<file path="src/rtl/axi_rd_arbiter_if.sv">
// Read-channel bundle shared by the two upstream requesters and the
// downstream AXI port: address handshake plus read-data handshake.
interface axi_rd_arbiter_if;
    logic [31:0] araddr;
    logic [3:0]  arlen;
    logic        arvalid;
    logic        arready;
    logic [31:0] rdata;
    logic        rlast;
    logic        rvalid;
    logic        rready;

    // Side that issues read requests and consumes data.
    modport master (
        output araddr, arlen, arvalid, rready,
        input  arready, rdata, rlast, rvalid
    );

    // Side that accepts read requests and returns data.
    modport slave (
        input  araddr, arlen, arvalid, rready,
        output arready, rdata, rlast, rvalid
    );
endinterface

</file>
<file path="src/rtl/axi_rd_arbiter.sv">
// Two-into-one AXI read arbiter: instruction and data requesters share a
// single downstream read port, one burst outstanding at a time, with
// round-robin arbitration on ties. Beats are routed by the registered grant.
module axi_rd_arbiter #(
    parameter logic [3:0] INST_ID = 4'd0,
    parameter logic [3:0] DATA_ID = 4'd1
) (
    input  logic               clk,
    input  logic               rst,
    axi_rd_arbiter_if.slave    i_bus,
    axi_rd_arbiter_if.slave    d_bus,
    axi_rd_arbiter_if.master   m_bus,
    output logic [3:0]         m_arid,
    output logic [2:0]         m_arsize,
    output logic [1:0]         m_arburst,
    input  logic [3:0]         m_rid
);

    localparam logic RST_ENABLE = 1'b1;

    typedef enum logic [1:0] {
        ST_IDLE = 2'd0,
        ST_ADDR = 2'd1,
        ST_DATA = 2'd2
    } state_t;

    state_t      state_r;
    state_t      state_s;
    logic        grant_d_r;     // 1: data side owns the current burst
    logic        grant_d_s;
    logic        last_d_r;      // 1: data side owned the previous burst
    logic        start_s;       // IDLE -> ADDR transition this cycle
    logic        done_s;        // last beat handed over this cycle
    logic [31:0] araddr_r;
    logic [3:0]  arlen_r;
    logic [3:0]  arid_r;

    logic        m_arvalid_s;
    logic        m_rready_s;
    logic        i_arready_s;
    logic        d_arready_s;
    logic [31:0] i_rdata_s;
    logic [31:0] d_rdata_s;
    logic        i_rlast_s;
    logic        d_rlast_s;
    logic        i_rvalid_s;
    logic        d_rvalid_s;

    // Routing ignores the downstream ID; it is consumed here only.
    logic        unused_rid_s;
    assign unused_rid_s = ^m_rid;

    // Next-state, grant selection and all handshake/data routing.
    always_comb begin
        state_s     = state_r;
        grant_d_s   = grant_d_r;
        start_s     = 1'b0;
        done_s      = 1'b0;
        m_arvalid_s = 1'b0;
        m_rready_s  = 1'b0;
        i_arready_s = 1'b0;
        d_arready_s = 1'b0;
        i_rdata_s   = 32'h0000_0000;
        d_rdata_s   = 32'h0000_0000;
        i_rlast_s   = 1'b0;
        d_rlast_s   = 1'b0;
        i_rvalid_s  = 1'b0;
        d_rvalid_s  = 1'b0;
        case (state_r)
            ST_IDLE: begin
                if (i_bus.arvalid || d_bus.arvalid) begin
                    start_s = 1'b1;
                    state_s = ST_ADDR;
                    if (i_bus.arvalid && d_bus.arvalid) begin
                        // Tie: the side that did not win last time goes now.
                        grant_d_s = ~last_d_r;
                    end else begin
                        grant_d_s = d_bus.arvalid;
                    end
                end else begin
                    state_s = ST_IDLE;
                end
            end
            ST_ADDR: begin
                m_arvalid_s = 1'b1;
                if (grant_d_r) begin
                    d_arready_s = m_bus.arready;
                end else begin
                    i_arready_s = m_bus.arready;
                end
                if (m_bus.arready) begin
                    state_s = ST_DATA;
                end else begin
                    state_s = ST_ADDR;
                end
            end
            ST_DATA: begin
                if (grant_d_r) begin
                    m_rready_s = d_bus.rready;
                    d_rdata_s  = m_bus.rdata;
                    d_rlast_s  = m_bus.rlast;
                    d_rvalid_s = m_bus.rvalid;
                end else begin
                    m_rready_s = i_bus.rready;
                    i_rdata_s  = m_bus.rdata;
                    i_rlast_s  = m_bus.rlast;
                    i_rvalid_s = m_bus.rvalid;
                end
                if (m_bus.rvalid && m_rready_s && m_bus.rlast) begin
                    done_s  = 1'b1;
                    state_s = ST_IDLE;
                end else begin
                    state_s = ST_DATA;
                end
            end
            default: begin
                state_s = ST_IDLE;
            end
        endcase
    end

    // State register; reset aborts any burst in flight.
    always_ff @(posedge clk) begin
        if (rst == RST_ENABLE) begin
            state_r <= ST_IDLE;
        end else begin
            state_r <= state_s;
        end
    end

    // Grant, fairness history and latched downstream address fields.
    always_ff @(posedge clk) begin
        if (rst == RST_ENABLE) begin
            grant_d_r <= 1'b0;
            last_d_r  <= 1'b0;
            araddr_r  <= 32'h0000_0000;
            arlen_r   <= 4'd0;
            arid_r    <= INST_ID;
        end else begin
            if (start_s) begin
                grant_d_r <= grant_d_s;
                araddr_r  <= grant_d_s ? d_bus.araddr : i_bus.araddr;
                arlen_r   <= grant_d_s ? d_bus.arlen  : i_bus.arlen;
                arid_r    <= grant_d_s ? DATA_ID      : INST_ID;
            end else begin
                grant_d_r <= grant_d_r;
                araddr_r  <= araddr_r;
                arlen_r   <= arlen_r;
                arid_r    <= arid_r;
            end
            if (done_s) begin
                last_d_r <= grant_d_r;
            end else begin
                last_d_r <= last_d_r;
            end
        end
    end

    assign m_bus.araddr  = araddr_r;
    assign m_bus.arlen   = arlen_r;
    assign m_arid        = arid_r;
    assign m_arsize      = 3'b010;
    assign m_arburst     = 2'b01;
    assign m_bus.arvalid = m_arvalid_s;
    assign m_bus.rready  = m_rready_s;

    assign i_bus.arready = i_arready_s;
    assign i_bus.rdata   = i_rdata_s;
    assign i_bus.rlast   = i_rlast_s;
    assign i_bus.rvalid  = i_rvalid_s;

    assign d_bus.arready = d_arready_s;
    assign d_bus.rdata   = d_rdata_s;
    assign d_bus.rlast   = d_rlast_s;
    assign d_bus.rvalid  = d_rvalid_s;

endmodule

</file>
<file path="src/flat_wrapper.sv">
// flat-port wrapper written by rule: the top's interface ports become plain ports
module axi_rd_arbiter_flat 
#(
    parameter logic [3:0] INST_ID = 4'd0,
    parameter logic [3:0] DATA_ID = 4'd1
)
  (clk, rst, m_arid, m_arsize, m_arburst, m_rid, i_bus_araddr, i_bus_arlen, i_bus_arvalid, i_bus_rready, i_bus_arready, i_bus_rdata, i_bus_rlast, i_bus_rvalid, d_bus_araddr, d_bus_arlen, d_bus_arvalid, d_bus_rready, d_bus_arready, d_bus_rdata, d_bus_rlast, d_bus_rvalid, m_bus_araddr, m_bus_arlen, m_bus_arvalid, m_bus_rready, m_bus_arready, m_bus_rdata, m_bus_rlast, m_bus_rvalid);
  axi_rd_arbiter_if i_bus_i ();
  axi_rd_arbiter_if d_bus_i ();
  axi_rd_arbiter_if m_bus_i ();
  input  logic clk;
  input  logic rst;
  output logic [3:0] m_arid;
  output logic [2:0] m_arsize;
  output logic [1:0] m_arburst;
  input  logic [3:0] m_rid;
  input wire logic [$bits(i_bus_i.araddr)-1:0] i_bus_araddr;
  input wire logic [$bits(i_bus_i.arlen)-1:0] i_bus_arlen;
  input wire logic [$bits(i_bus_i.arvalid)-1:0] i_bus_arvalid;
  input wire logic [$bits(i_bus_i.rready)-1:0] i_bus_rready;
  output wire logic [$bits(i_bus_i.arready)-1:0] i_bus_arready;
  output wire logic [$bits(i_bus_i.rdata)-1:0] i_bus_rdata;
  output wire logic [$bits(i_bus_i.rlast)-1:0] i_bus_rlast;
  output wire logic [$bits(i_bus_i.rvalid)-1:0] i_bus_rvalid;
  input wire logic [$bits(d_bus_i.araddr)-1:0] d_bus_araddr;
  input wire logic [$bits(d_bus_i.arlen)-1:0] d_bus_arlen;
  input wire logic [$bits(d_bus_i.arvalid)-1:0] d_bus_arvalid;
  input wire logic [$bits(d_bus_i.rready)-1:0] d_bus_rready;
  output wire logic [$bits(d_bus_i.arready)-1:0] d_bus_arready;
  output wire logic [$bits(d_bus_i.rdata)-1:0] d_bus_rdata;
  output wire logic [$bits(d_bus_i.rlast)-1:0] d_bus_rlast;
  output wire logic [$bits(d_bus_i.rvalid)-1:0] d_bus_rvalid;
  output wire logic [$bits(m_bus_i.araddr)-1:0] m_bus_araddr;
  output wire logic [$bits(m_bus_i.arlen)-1:0] m_bus_arlen;
  output wire logic [$bits(m_bus_i.arvalid)-1:0] m_bus_arvalid;
  output wire logic [$bits(m_bus_i.rready)-1:0] m_bus_rready;
  input wire logic [$bits(m_bus_i.arready)-1:0] m_bus_arready;
  input wire logic [$bits(m_bus_i.rdata)-1:0] m_bus_rdata;
  input wire logic [$bits(m_bus_i.rlast)-1:0] m_bus_rlast;
  input wire logic [$bits(m_bus_i.rvalid)-1:0] m_bus_rvalid;
  assign i_bus_i.araddr = i_bus_araddr;
  assign i_bus_i.arlen = i_bus_arlen;
  assign i_bus_i.arvalid = i_bus_arvalid;
  assign i_bus_i.rready = i_bus_rready;
  assign i_bus_arready = i_bus_i.arready;
  assign i_bus_rdata = i_bus_i.rdata;
  assign i_bus_rlast = i_bus_i.rlast;
  assign i_bus_rvalid = i_bus_i.rvalid;
  assign d_bus_i.araddr = d_bus_araddr;
  assign d_bus_i.arlen = d_bus_arlen;
  assign d_bus_i.arvalid = d_bus_arvalid;
  assign d_bus_i.rready = d_bus_rready;
  assign d_bus_arready = d_bus_i.arready;
  assign d_bus_rdata = d_bus_i.rdata;
  assign d_bus_rlast = d_bus_i.rlast;
  assign d_bus_rvalid = d_bus_i.rvalid;
  assign m_bus_araddr = m_bus_i.araddr;
  assign m_bus_arlen = m_bus_i.arlen;
  assign m_bus_arvalid = m_bus_i.arvalid;
  assign m_bus_rready = m_bus_i.rready;
  assign m_bus_i.arready = m_bus_arready;
  assign m_bus_i.rdata = m_bus_rdata;
  assign m_bus_i.rlast = m_bus_rlast;
  assign m_bus_i.rvalid = m_bus_rvalid;
  axi_rd_arbiter #(.INST_ID(INST_ID), .DATA_ID(DATA_ID)) u_core (.clk(clk), .rst(rst), .i_bus(i_bus_i), .d_bus(d_bus_i), .m_bus(m_bus_i), .m_arid(m_arid), .m_arsize(m_arsize), .m_arburst(m_arburst), .m_rid(m_rid));
endmodule
</file>
<file path="config.mk">
export PLATFORM = sky130hd
export DESIGN_NAME = axi_rd_arbiter_flat
export DESIGN_NICKNAME = d
export VERILOG_FILES = /design/src/rtl/axi_rd_arbiter_if.sv /design/src/rtl/axi_rd_arbiter.sv /design/src/flat_wrapper.sv
export SDC_FILE = /design/constraint.sdc
export NUM_CORES = 1
export LEC_CHECK = 0
export ABC_AREA = 0
export CORE_UTILIZATION = 36
export CTS_CLUSTER_DIAMETER = 150
export CTS_CLUSTER_SIZE = 25
export DETAILED_ROUTE_END_ITERATION = 12
export GPL_ROUTABILITY_DRIVEN = 0
export PLACE_DENSITY = 0.88
export SETUP_SLACK_MARGIN = 0.1
export SYNTH_ARGS = -nofsm -noshare
export SYNTH_HDL_FRONTEND = slang
export SYNTH_SLANG_ARGS = --single-unit
</file>
<file path="constraint.sdc">
create_clock -name clk -period 4.3 [get_ports clk]
set_clock_uncertainty 0.2 [all_clocks]
set_input_delay 0.645 -clock clk [delete_from_list [all_inputs] [get_ports clk]]
set_output_delay 0.645 -clock clk [all_outputs]
set_load 0.02 [all_outputs]
</file>
==> impl_metrics.csv, run 1 <==
group,metric,value,unit
clock_tree,cts_root_buf,"clkbuf_8",
synthesis,netlist_area,2840,sq um
sta,rsz0062_at_grt,"no",
clock_tree,clockBufferDepth,2,
layout,drive_gt1_share,10.9,%
routing,drt-vias-per-instance,5.38,
grt,grt_pass1_wl,16.8,mm
routing,num_vias,3376,
clock_tree,cts_buffers,5,
synthesis,yosysUniqueCellTypes,29,
layout,final_util,65.7,%
pwr,seqPwrFrac,33.8,%
pwr,swShare,34.7,%
critical_path,regToRegSetupSlack,1.83,ns
placement,port-buffer-count,221,
synthesis,yosys_warnings,0,
floorplanning,die_area,8240,sq um
synthesis,synth_top_area_share,28.2,%
critical_path,cp_max_fo,34,
critical_path,ff2ff_path_depth,3,
critical_path,critPathLaunchType,"flop",
pwr,finalPower,1.33,mW
layout,finalNonFillerCells,627,
routing,antenna_left,0,
worst_hold_path,hold_path.class,"reg -> reg",
floorplanning,io_pins,234,
run_status,outcome,"completed",
sta,hold_viol,0,
routing,drt_iter0_drc,220,
floorplanning,initial_core_util,36.9,%
grt,overflow,0,
sta,fmax,320,MHz
grt,grt_pass1_vias,3207,
clock_tree,cts_sinks,40,
sta,final-setup-viol-count,0,
layout,fill_cells,621,
routing,dr.pass1.iters,4,
placement,place_ws,1.07,ns
placement,dpl.hpwl,7.32,mm
pwr,combPwrFrac,43.2,%
floorplanning,die_w,90.8,um
clock_tree,htree_levels,2,
layout,diodes,0,
synthesis,synth.ff_latch_count,40,
pwr,internal_power,865,uW
synthesis,synth_area_leaders,"dfxtp_1 (28%), a311oi_2 (16%), nand4_1 (7.9%), and3_1 (7.7%), and2_1 (7.5%)",
pwr,p_clk_share,23.0,%
clock_tree,cts_resized,0,
layout,nets,641,
sta,tightest_slew,1.09,ns
sta,fin_ws,1.18,ns
worst_hold_path,whs_path_depth,2,
flow_run,cap_violations,0,
sta,maxSlewHeadroom,27.1,%
floorplanning,core_area,7690,sq um
floorplanning,die_y,90.8,um
synthesis,yosysTopAreaCell,"dfxtp_1",
sta,min_period,3.12,ns
floorplanning,row_count,32,
grt,globalRouteTotalUtil,24.7,%
grt,grt_max_degree,50,
pwr,power.leakage,1.85,nW
clock_tree,cts_tree,"done",
synthesis,ys_seq_area_share,28.2,%
routing,wire_per_inst,17.0,um
synthesis,syn_inst,337,
critical_path,critPathCaptureType,"output pin",
routing,drt_wl_total,10.6,mm
pwr,p_switching,460,uW
clock_tree,cts_setup_buffers,0,
clock_tree,cts_hold_buf,0,
clock_tree,worstSkewPairLatency,0.28,ns
critical_path,required,3.45,ns
pwr,max-vdd-ir-drop,0.187,mV
placement,placed_cells,619,
grt,antenna_found_initial,0,
sta,slew_viol_final,0,
synthesis,synth.avg_cell_area,8.42,sq um
routing,drc,0,
layout,syn_to_final_growth,78.0,%
clock_tree,clk_pin_slew,0.07,ns
critical_path,crit_type,"reg -> out",
sta,fin_crit_sh,72.7,%
critical_path,critPathArrivalTime,2.28,ns
pwr,power_density,262,nW/um^2
sta,setup_tns,0,ns
[synth_stat cells]
library cell  count
dfxtp_1          40
and3_1           35
and2_4            1
nand2b_1          3
nor2_2            1
o21ai_1          29
nor2b_1           3
conb_1            2
buf_2            14
o21ai_2           8
nor4_1            1
or2_1             1
nand2_1           3
buf_1             1
buf_4            11
clkbuf_1         21
and2_1           34
buf_6             8
nor3b_1           1
a311oi_2         30
a21oi_1          39
nand4_1          36
or3b_1            1
o31ai_1           1
a311oi_1          6
mux2i_1           1
inv_1             1
nor2_1            4
nor3_1            1
[placed cells by master (no fill, tap or decap), types with 2 or more instances in the layout]
master / n
clkdlybuf4s50_1: 220
dfxtp_1: 40
a21oi_1: 39
nand4_1: 36
and3_1: 35
and2_1: 34
a311oi_2: 30
o21ai_1: 29
o21ai_2: 8
conb_1: 8
buf_4: 8
a311oi_1: 6
clkbuf_8: 5
nor2_1: 4
nand2b_1: 3
nand2_1: 3
nor2b_1: 2
[per-stage QoR]
stage	area, sq um	hold slack (ns)
after floorplan	2860	0.355
after global placement	4940	0.305
final	5050	0.334
after detailed placement	4940	0.319
after global routing	5050	0.369
after CTS	5050	0.333
[routing by layer]
metal | vias to the layer above | wire length, um | GRT usage, % | part of all wire (%)
met5 | - | 0 | 0 | 0
met4 | 0 | 138 | 5.69 | 1.3
met3 | 12 | 677 | 4.46 | 6.4
met2 | 153 | 5190 | 41.2 | 49
met1 | 1590 | 4620 | 32.9 | 43
li1 | 1621 | - | - | -
[kinds of logic (layout without fill, tap and decap cells)]
family,Yosys count,count (layout),share of synthesized area (%)
compound gates,113,113,32.5
simple gates,125,125,27.1
flops,40,40,28.2
other cells,2,8,0.265
buf+inv,56,238,11.6
mux,1,1,0.353
[flip-flops by register name (all words and copies together) (netlist names)]
name	flops
u_core.m_bus.araddr	32
u_core.state_r	2
u_core.m_bus.arlen	4
u_core.m_arid	1
u_core.last_d_r	1
[path summary, 6_finish.rpt]
path,startpoint,to
worst max-delay path,u_core.m_arid[0],i_bus_rdata[24]
worst min-delay path,u_core.m_bus.arlen[2],u_core.m_bus.arlen[2]
worst max register to register,u_core.state_r[1],u_core.m_bus.araddr[8]
worst min register to register,u_core.m_bus.arlen[2],u_core.m_bus.arlen[2]
[worst max-delay path: stages (launching register included)]
cell	delay [ns]
dfxtp_1	0.65
buf_4	0.32
nor2_1	0.07
buf_4	0.22
and2_1	0.19
clkdlybuf4s50_1	0.55
[layout make-up]
cell class                 instances  area, sq um  area share (%)
clock buffer                       6         72.6            1.44
clock inverter                     2         35.0           0.694
inverter                           1         3.75          0.0743
multi-input combinational        247         1740            34.5
sequential                        40          801            15.9
tap                              102          128            2.53
timing repair buffer             229         2270            44.9
[power by group through the flow]
stage | registers, mW | logic (mW) | clock network (mW)
floorplan | 0.503 | 0.278 | 0
global placement | 0.454 | 0.559 | 0
detailed placement | 0.455 | 0.569 | 0
CTS | 0.448 | 0.570 | 0.313
global route | 0.455 | 0.606 | 0.335
finish | 0.448 | 0.572 | 0.305
No activity file was read; power rests on OpenSTA's default activity.
==> run 2, diff against run 1 <==
- CORE_UTILIZATION: 36 -> 33
- PLACE_DENSITY: 0.88 -> 0.82
- clock period: 4.3 -> 3.24 ns (I/O delays scaled with it)
==> run 2 against run 1 <==
Compared with the run above: hold slack got worse by 0.012 ns; register-to-register slack worse by 0.81 ns; global-route usage decreased by 1.7 points; die area up 8.9%; sequential power is 32% higher; clock power is 18% higher; wire length grew 1.7%; final area up 0.15%; via count decreased by 0.44%; combinational power is 33% higher; critical path type unchanged; critical endpoint is now i_bus_rvalid; largest cell class unchanged; largest power group unchanged.
==> impl_metrics.csv, run 2 (synthesized netlist as in run 1, its figures left out) <==
group,metric,value,unit
sta,rsz0062_at_grt,"no",
routing,wire_per_inst,17.1,um
critical_path,crit_start,"u_core.state_r[1]",
pwr,power.leakage,1.85,nW
grt,grt_max_degree,45,
sta,hold_slack,0.323,ns
sta,fmax,360,MHz
grt,overflow,0,
clock_tree,clockBufferDepth,2,
routing,dr.pass1.iters,4,
layout,nets,643,
layout,fill_cells,712,
routing,drt_wl_total,10.8,mm
sta,final-setup-viol-count,0,
sta,slew_viol_final,0,
clock_tree,cts_resized,0,
floorplanning,core_area,8260,sq um
critical_path,endpoint,"i_bus_rvalid",
sta,setup_tns,0,ns
routing,drt-vias-per-instance,5.33,
critical_path,ff2ff_path_depth,4,
critical_path,critPathArrivalTime,2.09,ns
floorplanning,initial_core_util,34.4,%
floorplanning,die_y,94.7,um
critical_path,r2r_start,"u_core.state_r[1]",
critical_path,regToRegSetupSlack,1.02,ns
clock_tree,clk_pin_slew,0.07,ns
grt,grt_pass1_wl,16.2,mm
worst_hold_path,hold_path.class,"reg -> reg",
layout,diodes,0,
sta,fin_crit_sh,85.8,%
grt,antenna_found_initial,0,
layout,final_common_cell,"clkdlybuf4s50_1",
clock_tree,cts_buffers,5,
floorplanning,die_area,8970,sq um
clock_tree,worstSkewPairLatency,0.28,ns
routing,num_vias,3361,
grt,grt_pass1_vias,3193,
clock_tree,cts_setup_buffers,0,
pwr,power_density,339,nW/um^2
critical_path,required,2.55,ns
sta,maxSlewHeadroom,27.5,%
clock_tree,htree_levels,2,
layout,drive_gt1_share,11.2,%
routing,antenna_left,0,
critical_path,cp_max_fo,34,
clock_tree,cts_tree,"done",
placement,dpl.hpwl,7.58,mm
pwr,max-vdd-ir-drop,0.167,mV
layout,largest_register_ffs,32,
clock_tree,cts_sinks,40,
clock_tree,cts_root_buf,"clkbuf_8",
pwr,finalPower,1.71,mW
critical_path,critPathCaptureType,"output pin",
sta,hold_viol,0,
layout,syn_to_final_growth,78.2,%
critical_path,critPathLaunchType,"flop",
critical_path,rr_endpoint,"u_core.m_bus.araddr[15]",
flow_run,cap_violations,0,
sta,tightest_slew,1.09,ns
floorplanning,die_w,94.7,um
run_status,outcome,"completed",
routing,drc,0,
floorplanning,row_count,33,
floorplanning,io_pins,234,
sta,min_period,2.78,ns
grt,globalRouteTotalUtil,23.0,%
clock_tree,cts_hold_buf,0,
critical_path,crit_type,"reg -> out",
layout,layout_common_cells,"clkdlybuf4s50_1 (220), dfxtp_1 (40), a21oi_1 (39)",
placement,port-buffer-count,221,
routing,drt_iter0_drc,126,
==> run 2: power breakdown <==
group,switching [mW],internal [mW]
clock network,0.170,0.190
registers,0.0366,0.554
logic,0.397,0.366
==> run 2: critical path: stages, from the launching register on <==
cell             delay (ns)
dfxtp_1                0.43
nand2b_1               0.15
nor2_1                 0.12
buf_4                  0.28
and2_1                 0.17
clkdlybuf4s50_1        0.65
==> run 2: layout make-up <==
class	count	area, sq um	share of cell area, %
Timing Repair Buffer	231	2280	45.1
Sequential cell	40	801	15.8
Clock buffer	7	96.3	1.90
Multi-Input combinational cell	247	1740	34.5
Inverter	1	3.75	0.0742
Tap cell	105	131	2.60
==> run 2: worst min-delay path by stage <==
stage / end / slack (ns) / start / cells past startpoint
finish: u_core.m_bus.arlen[1] / 0.32 / u_core.m_bus.arlen[1] / 2
CTS: u_core.m_bus.arlen[1] / 0.32 / u_core.m_bus.arlen[1] / 2
detailed placement: u_core.m_bus.arlen[1] / 0.31 / u_core.m_bus.arlen[1] / 2
global placement: u_core.m_bus.araddr[2] / 0.31 / u_core.m_bus.araddr[2] / 2
global route: u_core.m_bus.arlen[2] / 0.35 / u_core.m_bus.arlen[2] / 2
floorplan: u_core.last_d_r / 0.35 / u_core.last_d_r / 3
==> run 2: per-stage QoR <==
step	instance area, sq um	setup slack [ns]	cells	util (%)
after global routing	5060	0.353	631	61.2
after global placement	4960	0.656	624	60.1
after detailed placement	4960	0.646	624	60.1
final	5060	0.461	631	61.2
after floorplan	2860	1.32	343	-
after CTS	5060	0.457	631	61.2
==> run 2: layer usage <==
metal	up-vias	track usage, %	wire, um
li1	1631	-	-
met1	1578	30.8	4860
met2	131	36.9	5150
met3	21	3.30	548
met4	0	9.09	251
met5	-	0	0
